==> src/rtl/ssim_stream_ctrl.sv <==
// ssim_stream_ctrl: frame sequencer for the streaming SSIM sigma datapath.
// Carries valid/last tags alongside the fixed-latency pipe and flushes it with zero beats.
module ssim_stream_ctrl #(
    parameter int PIXELS_PER_BEAT = 16,
    parameter int IMAGE_DIM       = 512,
    parameter int PIPE_LATENCY    = 70
) (
    input  logic clk,
    input  logic aresetn,
    input  logic start,
    input  logic s_valid,
    input  logic s_last,
    output logic s_ready,
    output logic m_valid,
    output logic m_last,
    input  logic m_ready,
    output logic dp_stall,
    output logic dp_aresetn,
    output logic dp_zero_in,
    output logic busy,
    output logic frame_done,
    output logic err_last
);
    localparam int BEATS = IMAGE_DIM * IMAGE_DIM / PIXELS_PER_BEAT;
    localparam int BW    = $clog2(BEATS + 1);
    localparam int FW    = $clog2(PIPE_LATENCY + 1);

    localparam logic [BW-1:0] LAST_BEAT = BW'(BEATS - 1);
    localparam logic [BW-1:0] BEAT_ONE  = BW'(1);
    localparam logic [FW-1:0] FLUSH_MAX = FW'(PIPE_LATENCY);
    localparam logic [FW-1:0] FLUSH_ONE = FW'(1);

    localparam logic [1:0] ST_IDLE  = 2'd0;
    localparam logic [1:0] ST_RUN   = 2'd1;
    localparam logic [1:0] ST_FLUSH = 2'd2;

    logic [1:0]              state_r;
    logic [1:0]              state_nxt_s;
    logic [BW-1:0]           beat_cnt_r;
    logic [FW-1:0]           flush_cnt_r;
    logic [PIPE_LATENCY-1:0] vtag_r;
    logic [PIPE_LATENCY-1:0] ltag_r;
    logic                    dp_aresetn_r;
    logic                    err_last_r;

    logic is_idle_s;
    logic is_run_s;
    logic is_flush_s;
    logic starve_s;
    logic hold_s;
    logic adv_s;
    logic accept_s;
    logic last_beat_s;

    assign is_idle_s   = (state_r == ST_IDLE);
    assign is_run_s    = (state_r == ST_RUN);
    assign is_flush_s  = (state_r == ST_FLUSH);
    assign starve_s    = is_run_s & ~s_valid;
    assign last_beat_s = (beat_cnt_r == LAST_BEAT);

    // The output beat is withheld while the pipe is starved, so every output
    // handshake coincides with an advance and no tag is lost or duplicated.
    assign m_valid    = vtag_r[PIPE_LATENCY-1] & ~starve_s;
    assign m_last     = ltag_r[PIPE_LATENCY-1] & ~starve_s;
    assign hold_s     = m_valid & ~m_ready;
    assign dp_stall   = hold_s | starve_s | is_idle_s;
    assign adv_s      = ~dp_stall;
    assign s_ready    = is_run_s & ~hold_s;
    assign accept_s   = s_valid & s_ready;

    assign dp_aresetn = dp_aresetn_r;
    assign dp_zero_in = is_flush_s;
    assign busy       = ~is_idle_s;
    assign frame_done = is_flush_s & m_last & m_ready;
    assign err_last   = err_last_r;

    // Next-state selection for the frame sequencer.
    always_comb begin
        state_nxt_s = state_r;
        case (state_r)
            ST_IDLE: begin
                if (start) begin
                    state_nxt_s = ST_RUN;
                end else begin
                    state_nxt_s = ST_IDLE;
                end
            end
            ST_RUN: begin
                if (accept_s && last_beat_s) begin
                    state_nxt_s = ST_FLUSH;
                end else begin
                    state_nxt_s = ST_RUN;
                end
            end
            ST_FLUSH: begin
                if (m_last && m_ready) begin
                    state_nxt_s = ST_IDLE;
                end else begin
                    state_nxt_s = ST_FLUSH;
                end
            end
            default: state_nxt_s = ST_IDLE;
        endcase
    end

    // State register; datapath reset releases together with the first RUN cycle.
    always_ff @(posedge clk or negedge aresetn) begin
        if (!aresetn) begin
            state_r      <= ST_IDLE;
            dp_aresetn_r <= 1'b0;
        end else begin
            state_r      <= state_nxt_s;
            dp_aresetn_r <= (state_nxt_s != ST_IDLE);
        end
    end

    // Input beat counter and flush advance counter.
    always_ff @(posedge clk or negedge aresetn) begin
        if (!aresetn) begin
            beat_cnt_r  <= {BW{1'b0}};
            flush_cnt_r <= {FW{1'b0}};
        end else begin
            if (is_idle_s && start) begin
                beat_cnt_r <= {BW{1'b0}};
            end else if (accept_s) begin
                beat_cnt_r <= beat_cnt_r + BEAT_ONE;
            end
            if (accept_s && last_beat_s) begin
                flush_cnt_r <= {FW{1'b0}};
            end else if (is_flush_s && adv_s && (flush_cnt_r != FLUSH_MAX)) begin
                flush_cnt_r <= flush_cnt_r + FLUSH_ONE;
            end
        end
    end

    // Valid/last tag pipes mirror the datapath and move only when it advances.
    always_ff @(posedge clk or negedge aresetn) begin
        if (!aresetn) begin
            vtag_r <= {PIPE_LATENCY{1'b0}};
            ltag_r <= {PIPE_LATENCY{1'b0}};
        end else if (adv_s) begin
            vtag_r <= {vtag_r[PIPE_LATENCY-2:0], accept_s};
            ltag_r <= {ltag_r[PIPE_LATENCY-2:0], accept_s & last_beat_s};
        end
    end

    // Sticky s_last mismatch; the beat count alone terminates the frame.
    always_ff @(posedge clk or negedge aresetn) begin
        if (!aresetn) begin
            err_last_r <= 1'b0;
        end else if (is_idle_s && start) begin
            err_last_r <= 1'b0;
        end else if (accept_s && (s_last != last_beat_s)) begin
            err_last_r <= 1'b1;
        end
    end
endmodule

==> config.mk <==
export PLATFORM = sky130hd
export DESIGN_NAME = ssim_stream_ctrl
export DESIGN_NICKNAME = d
export VERILOG_FILES = /design/src/rtl/ssim_stream_ctrl.sv
export SDC_FILE = /design/constraint.sdc
export NUM_CORES = 1
export LEC_CHECK = 0
export ABC_AREA = 1
export CAP_MARGIN = 15
export CORE_ASPECT_RATIO = 0.75
export CORE_MARGIN = 2
export CORE_UTILIZATION = 40
export CTS_CLUSTER_DIAMETER = 200
export CTS_CLUSTER_SIZE = 16
export DETAILED_ROUTE_END_ITERATION = 16
export SLEW_MARGIN = 10
export SYNTH_ARGS = -nofsm -noshare
export SYNTH_HDL_FRONTEND = slang
export SYNTH_SLANG_ARGS = --single-unit
==> constraint.sdc <==
create_clock -name clk -period 2.3 [get_ports clk]
set_clock_uncertainty 0.2 [all_clocks]
set_input_delay 0.46 -clock clk [delete_from_list [all_inputs] [get_ports clk]]
set_output_delay 0.46 -clock clk [all_outputs]
set_load 0.01 [all_outputs]
==> flow_summary_export.csv <==
group,metric,value,unit
floorplanning,rows,40,
yosys,synth_warnings,0,
route,vias,4562,
pwr,p_total,6.76,mW
clock_network,worstSkewPairLatency,0.42,ns
timing,relSlewSlack,0.694,
yosys,avgSynthCellArea,8.58,um2
yosys,synthTopCellsByArea,"dfrtp_1 62%, nand2_1 26%, buf_6 1.8%",
flow_run,drv_cap,0,
timing,rsz0062_at_grt,"no",
timing,tightest_slew,0.458,ns
setup_path,path_delay_family,"simple AND/OR/NAND/NOR gates",
setup_path,cp-end-kind,"primary output",
yosys,ys_seq_area_frac,0.622,
setup_path,cp_data_required_time,1.64,ns
yosys,synth_nets,753,
setup_path,slowest_stage,"dfrtp_1",
final_layout,design_area,7370,um2
global_route,antenna_found_initial,0,
route,ant_nets,0,
floorplanning,core-area,15800,um2
timing,min_period,2.19,ns
floorplanning,num_io_pins,15,
clock_network,cts_buffers,17,
pwr,p_leak,4.12,nW
yosys,ys_async_sr_fraction,1.00,
floorplanning,dieArea,17000,um2
floorplanning,die_w,150,um
global_route,grt_pass1_wl,19.9,mm
yosys,synthTopCellsByCount,"451 x nand2_1, 159 x dfrtp_1, 29 x nor2_1, 26 x inv_1, 16 x buf_2",
route,wl,11.1,mm
clock_network,htreeDepth,4,
yosys,ys_ff_latch,159,
yosys,synthCells,746,
yosys,synth_top_area_cell,"dfrtp_1",
timing,finalCritPeriodShare,0.950,
clock_network,cts_root_buf,"clkbuf_16",
pwr,irDropWorstVdd,506,uV
final_layout,drive_gt1_frac,0.0782,
outcome,status,"completed",
route,route.detailed.drc,0,
setup_path,cp_num_buf_inv,2,
clock_network,clock_tree.buffer_depth,2,
setup_path,cp_cell_sequence,"inv_2 -> nor2_4 -> nand2_2 -> nand2_1 -> or2_4 -> nand3_4 -> clkbuf_2",
pwr,p_per_area,917,nW/um2
route,wl_per_cell,11.3,um
final_layout,fin_nets,775,
yosys,synth_edf_count,0,
yosys,yosysTopAreaCellShare,0.622,
timing,fmax,458,MHz
setup_path,critPathLaunchType,"register",
floorplanning,start_util,0.405,
yosys,synth_cell_types,21,
route,drt-initial-drc-count,303,
timing,finalSetupViolations,0,
placed_design,io_buffers,14,
timing,drv_slew,0,
global_route,grt_pass1_vias,4440,
clock_network,cts_tree,"done",
setup_path,path_class,"reg -> out",
yosys,synth.most_common_cell,"nand2_1",
global_route,grtUsageTotal,0.145,
clock_network,clk_pin_slew,0.06,ns
final_layout,multi_input_area,2090,um2
route,drt_pre_antenna_iters,6,
placed_design,placed_area,6790,um2
timing,setup_tns,0,ns
timing,whs,0.261,ns
yosys,netlist_area,6400,um2
placed_design,gp_congestion,0.838,
setup_path,worstPathArrival,1.53,ns
min_path,hold_path_class,"reg -> reg",
setup_path,worst-path-max-fanout,3,
final_layout,seq_area,3980,um2
global_route,grt_overflow,0,
floorplanning,dieHeight,114,um
global_route,grt_max_degree,93,
setup_path,cpPeakStageDelay,0.39,ns
final_layout,area_growth,15.2,%
yosys,ys.flop_type,"dfrtp_1",
clock_network,cts_sinks,159,
placed_design,hpwl,6.76,mm
timing,hold_viol,0,
final_layout,fillers,1535,
route,via_per_inst,4.61,
final_layout,antennaDiodeCount,0,
layout by cell type (no fill, tap or decap), types with 2 or more instances in the layout:
| cell | synthesis | routed |
|---|---|---|
| buf_4 | 5 | 14 |
| a21oi_1 | 9 | 9 |
| dlygate4sd2_1 | 0 | 5 |
| nand2_1 | 451 | 451 |
| nor2_4 | 2 | 2 |
| nor3_1 | 2 | 2 |
| clkinv_2 | 0 | 2 |
| nand3_1 | 12 | 12 |
| clkbuf_2 | 0 | 2 |
| inv_6 | 0 | 3 |
| dfrtp_1 | 159 | 159 |
| clkdlybuf4s50_1 | 0 | 5 |
| clkbuf_16 | 0 | 17 |
| inv_1 | 26 | 26 |
| clkinvlp_4 | 0 | 3 |
| inv_2 | 2 | 2 |
| buf_12 | 0 | 6 |
| bufinv_16 | 0 | 2 |
| o21ai_0 | 11 | 11 |
| nor2_1 | 29 | 29 |
| nand4_1 | 5 | 5 |
| clkinv_4 | 0 | 2 |
per-layer routing:
layer	up-vias	track usage	wire length, um
li1	2303	-	-
met1	2188	0.193	5590
met2	56	0.231	5060
met3	15	0.0352	345
met4	0	0.0572	149
met5	-	0	0
path summary, 6_finish.rpt:
kind | slack [ns] | end | cells past startpoint | from
max | 0.11 | dp_stall | 7 | state_r[0]
min | 0.26 | vtag_r[46] | 2 | vtag_r[45]
max reg2reg | 0.30 | vtag_r[1] | 9 | state_r[0]
min reg2reg | 0.26 | vtag_r[46] | 2 | vtag_r[45]
max in group asynchronous | 0.97 | beat_cnt_r[9] | 3 | aresetn
min in group asynchronous | 0.34 | vtag_r[60] | 2 | aresetn
flip-flops by register name, summed over array words and instances (netlist names):
signal      cells
beat_cnt_r     15
state_r         2
vtag_r         70
err_last        1
dp_aresetn      1
ltag_r         70
cell type report:
cell class	instances	area share
sequential	159	0.540
multi-input combinational	527	0.283
clock buffer	19	0.0601
timing repair buffer	35	0.0482
tap	210	0.0357
clock inverter	12	0.0185
inverter	28	0.0143
cells by family (layout without fill, tap and decap cells):
group,Yosys count,in the layout,share of synthesized area
AND/OR/NAND/NOR,504,504,0.305
flip-flops,159,159,0.622
buffers and inverters,60,94,0.0530
AO/OA/AOI/OAI,21,21,0.0168
adder cells (fa/ha/maj),1,1,0.00196
XOR/XNOR,1,1,0.00137
what timing repair did:
item,4_1_cts,5_1_grt
setup endpoints to repair,5,3
gates resized for setup,11,4
hold endpoints to repair,39,0
pin swaps,1,0
setup buffers,2,0
hold buffers,1,0
where the power goes:
part,leakage [nW],internal (mW),switching (mW)
Clock,0.276,1.63,1.12
Sequential,2.18,3.11,0.180
Combinational,1.66,0.254,0.463
Total,4.12,4.99,1.76
through the flow:
step	worst slack [ns]	util	std cells
after global routing	0.0418	0.466	990
after floorplan	0.470	-	746
after detailed placement	-0.400	0.429	956
after CTS	-0.0230	0.467	990
final	0.114	0.466	990
after global placement	-0.380	0.429	956
worst min-delay path: stages (launching register included):
cell and delay [ns]:
dfrtp_1 0.34, nand2_1 0.05, nand2_1 0.04
Note: power is estimated with default switching activity, not from simulation.
